[config.mk]
export PLATFORM = sky130hd
export DESIGN_NAME = four_bit_divider
export DESIGN_NICKNAME = d
export VERILOG_FILES = /design/src/rtl/four_bit_divider_pkg.sv /design/src/rtl/four_bit_divider_div_step.sv /design/src/rtl/four_bit_divider.sv
export SDC_FILE = /design/constraint.sdc
export NUM_CORES = 1
export LEC_CHECK = 0
export CAP_MARGIN = 40
export CORE_UTILIZATION = 52
export CTS_CLUSTER_DIAMETER = 80
export DETAILED_ROUTE_END_ITERATION = 16
export PLACE_DENSITY = 0.78
export SYNTH_ARGS = -nofsm -noshare
export SYNTH_HDL_FRONTEND = slang
export SYNTH_SLANG_ARGS = --single-unit
[constraint.sdc]
create_clock -name clk -period 2 [get_ports clk]
set_input_delay 0.4 -clock clk [delete_from_list [all_inputs] [get_ports clk]]
set_output_delay 0.4 -clock clk [all_outputs]
set_load 0.005 [all_outputs]
[src/rtl/four_bit_divider_pkg.sv]
// -----------------------------------------------------------------------------
// four_bit_divider_pkg
// Shared definitions for the sequential restoring divider:
//   - DEFAULT_WIDTH : default operand / quotient / remainder width
//   - state_t       : divider control FSM states (IDLE / RUN / DONE)
//   - cnt_width()   : width of the step counter for a given operand width
//   - CNT_W         : step counter width for the default operand width
// -----------------------------------------------------------------------------
package four_bit_divider_pkg;

    localparam int DEFAULT_WIDTH = 4;

    typedef enum logic [1:0] {
        IDLE = 2'd0,
        RUN  = 2'd1,
        DONE = 2'd2
    } state_t;

    // Counter must hold WIDTH-1; never narrower than one bit.
    function automatic int cnt_width(input int w);
        int cw;
        cw = $clog2(w);
        if (cw < 1) begin
            cw = 1;
        end else begin
            cw = cw;
        end
        return cw;
    endfunction

    localparam int CNT_W = cnt_width(DEFAULT_WIDTH);

endpackage

[src/rtl/four_bit_divider_div_step.sv]
// -----------------------------------------------------------------------------
// div_step
// One combinational restoring-division iteration: shift the partial
// remainder left, bring in the next dividend bit, and subtract the divisor
// when it fits.
// Ports:
//   rem_in       : partial remainder entering the step (always < divisor,
//                  or the raw shifted-in dividend bits when divisor is 0)
//   dividend_msb : next dividend bit, MSB first
//   divisor      : divisor
//   rem_out      : partial remainder after the step
//   q_bit        : quotient bit produced by this step
// -----------------------------------------------------------------------------
module div_step
    import four_bit_divider_pkg::*;
#(
    parameter int WIDTH = DEFAULT_WIDTH
) (
    input  logic [WIDTH-1:0] rem_in,
    input  logic             dividend_msb,
    input  logic [WIDTH-1:0] divisor,
    output logic [WIDTH-1:0] rem_out,
    output logic             q_bit
);

    // The shifted value carries one extra bit so the compare with the
    // divisor cannot overflow (e.g. remainder 14 shifted with a 1 -> 29).
    logic [WIDTH:0] shifted_s;

    // Restoring step: subtract only when the divisor fits.
    always_comb begin
        shifted_s = {rem_in, dividend_msb};
        rem_out   = shifted_s[WIDTH-1:0];
        q_bit     = 1'b0;
        if (shifted_s >= {1'b0, divisor}) begin
            // Result is below the divisor, so it always fits in WIDTH bits.
            rem_out = WIDTH'(shifted_s - {1'b0, divisor});
            q_bit   = 1'b1;
        end else begin
            rem_out = shifted_s[WIDTH-1:0];
            q_bit   = 1'b0;
        end
    end

endmodule

[src/rtl/four_bit_divider.sv]
// -----------------------------------------------------------------------------
// four_bit_divider
// Sequential unsigned restoring divider, one quotient bit per clock.
// Q = A / B, R = A % B after WIDTH cycles. B = 0 yields Q = all ones, R = A.
// Ports:
//   clk         : rising-edge clock
//   rst_n       : asynchronous active-low reset
//   start       : launch request, accepted in IDLE and in the DONE cycle
//   A, B        : dividend / divisor (unsigned), latched at launch
//   busy        : division in progress
//   done        : one-cycle pulse when Q/R update
//   Q, R        : registered quotient / remainder, hold until next result
//   div_by_zero : (only with DIVIDER_DIV_ZERO_FLAG_EN defined) registered
//                 with Q/R, set when the completed division had B = 0
// -----------------------------------------------------------------------------
module four_bit_divider
    import four_bit_divider_pkg::*;
#(
    parameter int WIDTH = DEFAULT_WIDTH
) (
    input  logic             clk,
    input  logic             rst_n,
    input  logic             start,
    input  logic [WIDTH-1:0] A,
    input  logic [WIDTH-1:0] B,
    output logic             busy,
    output logic             done,
    output logic [WIDTH-1:0] Q,
    output logic [WIDTH-1:0] R
`ifdef DIVIDER_DIV_ZERO_FLAG_EN
    ,
    output logic             div_by_zero
`endif
);

    localparam int CW = cnt_width(WIDTH);

    state_t           state_r;
    state_t           state_nxt_s;
    logic [WIDTH-1:0] rem_r;
    logic [WIDTH-1:0] dvd_r;     // dividend, quotient bits shift into LSB
    logic [WIDTH-1:0] dvs_r;
    logic [CW-1:0]    cnt_r;
    logic [WIDTH-1:0] q_r;
    logic [WIDTH-1:0] r_r;
    logic             busy_r;
    logic             done_r;
    logic [WIDTH-1:0] rem_nxt_s;
    logic             q_bit_s;
    logic             launch_s;
    logic             last_s;

    div_step #(
        .WIDTH(WIDTH)
    ) u_div_step (
        .rem_in      (rem_r),
        .dividend_msb(dvd_r[WIDTH-1]),
        .divisor     (dvs_r),
        .rem_out     (rem_nxt_s),
        .q_bit       (q_bit_s)
    );

    // Launch allowed whenever no division is running (IDLE or DONE).
    always_comb begin
        launch_s = 1'b0;
        last_s   = 1'b0;
        if (state_r != RUN) begin
            launch_s = start;
        end else begin
            launch_s = 1'b0;
        end
        if ((state_r == RUN) && (cnt_r == CW'(0))) begin
            last_s = 1'b1;
        end else begin
            last_s = 1'b0;
        end
    end

    // Next-state logic.
    always_comb begin
        state_nxt_s = state_r;
        case (state_r)
            IDLE: begin
                if (launch_s) begin
                    state_nxt_s = RUN;
                end else begin
                    state_nxt_s = IDLE;
                end
            end
            RUN: begin
                if (last_s) begin
                    state_nxt_s = DONE;
                end else begin
                    state_nxt_s = RUN;
                end
            end
            DONE: begin
                if (launch_s) begin
                    state_nxt_s = RUN;
                end else begin
                    state_nxt_s = IDLE;
                end
            end
            default: begin
                state_nxt_s = IDLE;
            end
        endcase
    end

    // State register and registered handshake outputs.
    always_ff @(posedge clk or negedge rst_n) begin
        if (!rst_n) begin
            state_r <= IDLE;
            busy_r  <= 1'b0;
            done_r  <= 1'b0;
        end else begin
            state_r <= state_nxt_s;
            busy_r  <= (state_nxt_s == RUN);
            done_r  <= (state_nxt_s == DONE);
        end
    end

    // Working registers: latch operands on launch, iterate while running.
    always_ff @(posedge clk or negedge rst_n) begin
        if (!rst_n) begin
            rem_r <= '0;
            dvd_r <= '0;
            dvs_r <= '0;
            cnt_r <= '0;
        end else if (launch_s) begin
            rem_r <= '0;
            dvd_r <= A;
            dvs_r <= B;
            cnt_r <= CW'(WIDTH - 1);
        end else if (state_r == RUN) begin
            rem_r <= rem_nxt_s;
            dvd_r <= {dvd_r[WIDTH-2:0], q_bit_s};
            cnt_r <= cnt_r - CW'(1);
        end else begin
            rem_r <= rem_r;
            dvd_r <= dvd_r;
            dvs_r <= dvs_r;
            cnt_r <= cnt_r;
        end
    end

    // Result registers load only on the final step, so no partial values leak.
    always_ff @(posedge clk or negedge rst_n) begin
        if (!rst_n) begin
            q_r <= '0;
            r_r <= '0;
        end else if (last_s) begin
            q_r <= {dvd_r[WIDTH-2:0], q_bit_s};
            r_r <= rem_nxt_s;
        end else begin
            q_r <= q_r;
            r_r <= r_r;
        end
    end

`ifdef DIVIDER_DIV_ZERO_FLAG_EN
    logic dbz_r;

    // Divide-by-zero flag travels with the result it describes.
    always_ff @(posedge clk or negedge rst_n) begin
        if (!rst_n) begin
            dbz_r <= 1'b0;
        end else if (last_s) begin
            dbz_r <= (dvs_r == '0);
        end else begin
            dbz_r <= dbz_r;
        end
    end

    assign div_by_zero = dbz_r;
`endif

    assign busy = busy_r;
    assign done = done_r;
    assign Q    = q_r;
    assign R    = r_r;

endmodule

==> results of run 1 <==
area by class of cell:
class / count / area [sq um] / area share, %
clock buffer: 4 / 36.3 / 2.29
sequential: 26 / 651 / 41.1
timing repair buffer: 23 / 223 / 14.1
inverter: 11 / 41.3 / 2.61
tap: 28 / 35.0 / 2.21
multi-input combinational: 78 / 598 / 37.8
synth_stat cells:
library cell / n
o211ai_1: 1
xor2_1: 1
mux2_2: 9
inv_1: 11
nand2b_1: 2
a21oi_1: 5
ha_1: 5
a21oi_2: 1
nand3b_1: 4
and2b_2: 1
and3_4: 1
nor3_1: 3
nand3_1: 2
fa_1: 1
nand2_1: 10
mux2i_1: 3
a31oi_1: 1
nor4_4: 1
nor2b_1: 2
o21ai_0: 7
and2_1: 1
nand4_1: 1
o21a_1: 2
dfrtp_1: 26
o31ai_1: 4
nor2_1: 5
clkbuf_1: 2
a211oi_1: 1
buf_2: 2
o41ai_2: 2
o21ai_2: 2
layout by cell type, fill, tap and decap left out:
| cell | n |
|---|---|
| clkbuf_8 | 1 |
| and2_1 | 1 |
| mux2i_1 | 3 |
| a21oi_1 | 5 |
| clkbuf_4 | 3 |
| nand3b_1 | 4 |
| nor3_1 | 3 |
| ha_1 | 5 |
| mux2_2 | 9 |
| fa_1 | 1 |
| o21ai_0 | 7 |
| nor4_4 | 1 |
| o31ai_1 | 4 |
| o21ai_2 | 2 |
| a31oi_1 | 1 |
| o41ai_2 | 2 |
| nand3_1 | 2 |
| o21a_1 | 2 |
| a21oi_2 | 1 |
| inv_1 | 11 |
| dfrtp_1 | 26 |
| nand4_1 | 1 |
| nor2_1 | 5 |
| and3_4 | 1 |
| nor2b_1 | 2 |
| o211ai_1 | 1 |
| a211oi_1 | 1 |
| buf_4 | 3 |
| and2b_2 | 1 |
| clkdlybuf4s50_1 | 20 |
| xor2_1 | 1 |
| nand2b_1 | 2 |
| nand2_1 | 10 |
metrics by stage:
| step | cells | power (mW) | utilization (%) | cell area [sq um] |
|---|---|---|---|---|
| 2_1_floorplan | 119 | 2.14 | - | 1310 |
| 3_3_place_gp | 166 | 2.58 | 67.4 | 1550 |
| 3_5_place_dp | 166 | 2.65 | 67.4 | 1550 |
| 4_1_cts | 170 | 2.93 | 69.0 | 1580 |
| 5_1_grt | 170 | 3.16 | 69.0 | 1580 |
| 6_report | 170 | 2.91 | 69.0 | 1580 |
power by group through the flow:
stage | clock, mW | sequential (mW) | combinational [mW]
final | 0.272 | 0.966 | 1.68
after global routing | 0.295 | 1.00 | 1.87
after CTS | 0.278 | 0.969 | 1.68
after detailed placement | 0 | 0.980 | 1.67
after global placement | 0 | 0.959 | 1.62
after floorplan | 0 | 0.946 | 1.19
state kept, by name (all words and copies together), names as in the netlist:
signal	flops
rem_r	4
cnt_r	2
done	1
state_r	2
Q	4
dvs_r	4
R	4
busy	1
dvd_r	4
kinds of logic (layout without fill, tap and decap cells):
| logic type | after synthesis | count (layout) | share of synthesized area [%] |
|---|---|---|---|
| AND/OR/NAND/NOR | 33 | 33 | 14.5 |
| multiplexers | 12 | 12 | 10.0 |
| flip-flops | 26 | 26 | 49.8 |
| XOR/XNOR | 1 | 1 | 0.670 |
| buffers and inverters | 15 | 38 | 4.50 |
| AO/OA/AOI/OAI | 26 | 26 | 14.2 |
| adder cells (fa/ha/maj) | 6 | 6 | 6.32 |
final timing paths:
kind | start | end | slack (ps) | cells past startpoint
hold reg to reg | cnt_r[0] | cnt_r[0] | 480 | 1
setup reg to reg | dvd_r[3] | R[2] | 230 | 7
max in group asynchronous | rst_n | dvs_r[2] | 1340 | 2
hold / removal | rst_n | busy | 410 | 2
min in group clk | cnt_r[0] | cnt_r[0] | 480 | 1
setup / recovery | dvd_r[3] | R[2] | 230 | 7
layer usage:
layer / track usage [%] / wire length [um] / vias up
li1: - / - / 466
met1: 27.0 / 1140 / 467
met2: 38.9 / 1210 / 34
met3: 2.63 / 105 / 7
met4: 9.21 / 55 / 0
met5: 0 / 0 / -
==> impl_metrics.ini, run 1 <==
[floorplanning]
initial_core_util_pct = 56.9
io_pins = 21
coreArea_sq_um = 2300
placement_rows = 17
fp.dieArea_sq_um = 2720
die_y_um = 52.1
die_w_um = 52.1

[sta]
fmax_mhz = 566
setup_viol = 0
finalHoldViolCount = 0
fin_ws_ps = 233
finalCritPeriodShare_pct = 88.4
layout_min_cycle_time_ps = 1770
relSlewSlack_pct = 69.3
finalMaxSlewViolations = 0
holdWs_ps = 410
fin_worst_skew_ps = 6.69
rsz0062_at_grt = false
worstMarginPinSlew_ps = 459
tns_ps = 0

[critical_path]
start_kind = register
required_ps = 2210
critPathSlowestCell = dfrtp_1
path_max_fanout = 3
crit_chain = inv_1, ha_1, inv_1, fa_1, xor2_1, nor3_1, o31ai_1
slowest_delay_ps = 430
arrival_ps = 1980
critPathMostFrequentCell = inv_1
path_buf_inv = 2
endpoint_kind = register
critPathKind = reg -> reg
cp_top_family = adder cells

[route]
detail-route-antenna-nets = 0
drt-initial-drc-count = 12
wl_mm = 2.52
first_pass_iters = 4
drc = 0
via_count = 974
routedWlPerCell_um = 14.8
vias_per_cell = 5.73

[synth]
ys_seq_elements = 26
ys_warn_count = 0
synth.avg_cell_area_sq_um = 11.0
yosys.area.top_type_share_pct = 49.8
yosysUniqueCellTypes = 31
synth_area_leader_cell = dfrtp_1
synth_nets = 136
synth_area_leaders = dfrtp_1 50%, mux2_2 7.8%, ha_1 4.8%
synth_seq_area_share_pct = 49.8
syn_area_sq_um = 1310
synth_cells = 119

[finish]
fin_nets = 160
area_growth_syn_to_layout_pct = 21.1
layout-drive-gt1-share_pct = 16.9
diodes = 0
fill_cells = 196

[cts]
cts_resized = 0
clkLatencyLatePin_ps = 330
cts_sinks = 26
cts_tree = yes
htreeDepth = 1
cts_buffers = 3
clock_path_buffers = 2
post-cts-setup-buffers = 0
cts-hold-fix-buffers = 0
clk_pin_slew_ps = 140
cts-root-buf = clkbuf_4

[power]
internal-power_mw = 1.71
power_frac_comb_pct = 57.5
power.share.clock_pct = 9.3
irDropWorstVdd_mv = 1.05
pwr-share-seq_pct = 33.1
p_leak_nw = 0.722
switching_share_pct = 41.4
p_sw_mw = 1.21
power_density_nw_per_um2 = 1840

[grt]
grt.overflow.total = 0
grtUsageTotal_pct = 22.1
grt_max_degree = 27
grt_pass1_vias = 990
grt_first_pass_wirelength_mm = 4.33
antenna_found_initial = 0

[place]
hpwlAfterDp_mm = 1.87
io_buffers = 20
routabilityCongestion = 0.840
dp_slack_ps = 281

[worst_hold_path]
hp-class = in -> async

[run_status]
status = finished, final reports clean

[run]
cap_violations = 0
No activity file was read; power rests on OpenSTA's default activity.
==> inputs of run 2 (changes only) <==
==> constraint.sdc (replaced) <==
create_clock -name clk -period 2 [get_ports clk]
set_input_delay 0.4 -clock clk [delete_from_list [all_inputs] [get_ports clk]]
set_output_delay 0.4 -clock clk [all_outputs]
set_load 0.01 [all_outputs]
==> results of run 2 <==
Same layout as run 1 (identical final DEF). Status: finished, final reports clean.
Main changes from that run: total power 2.91 mW -> 2.95 mW; worst IR drop on VDD 1.05 mV -> 1.07 mV
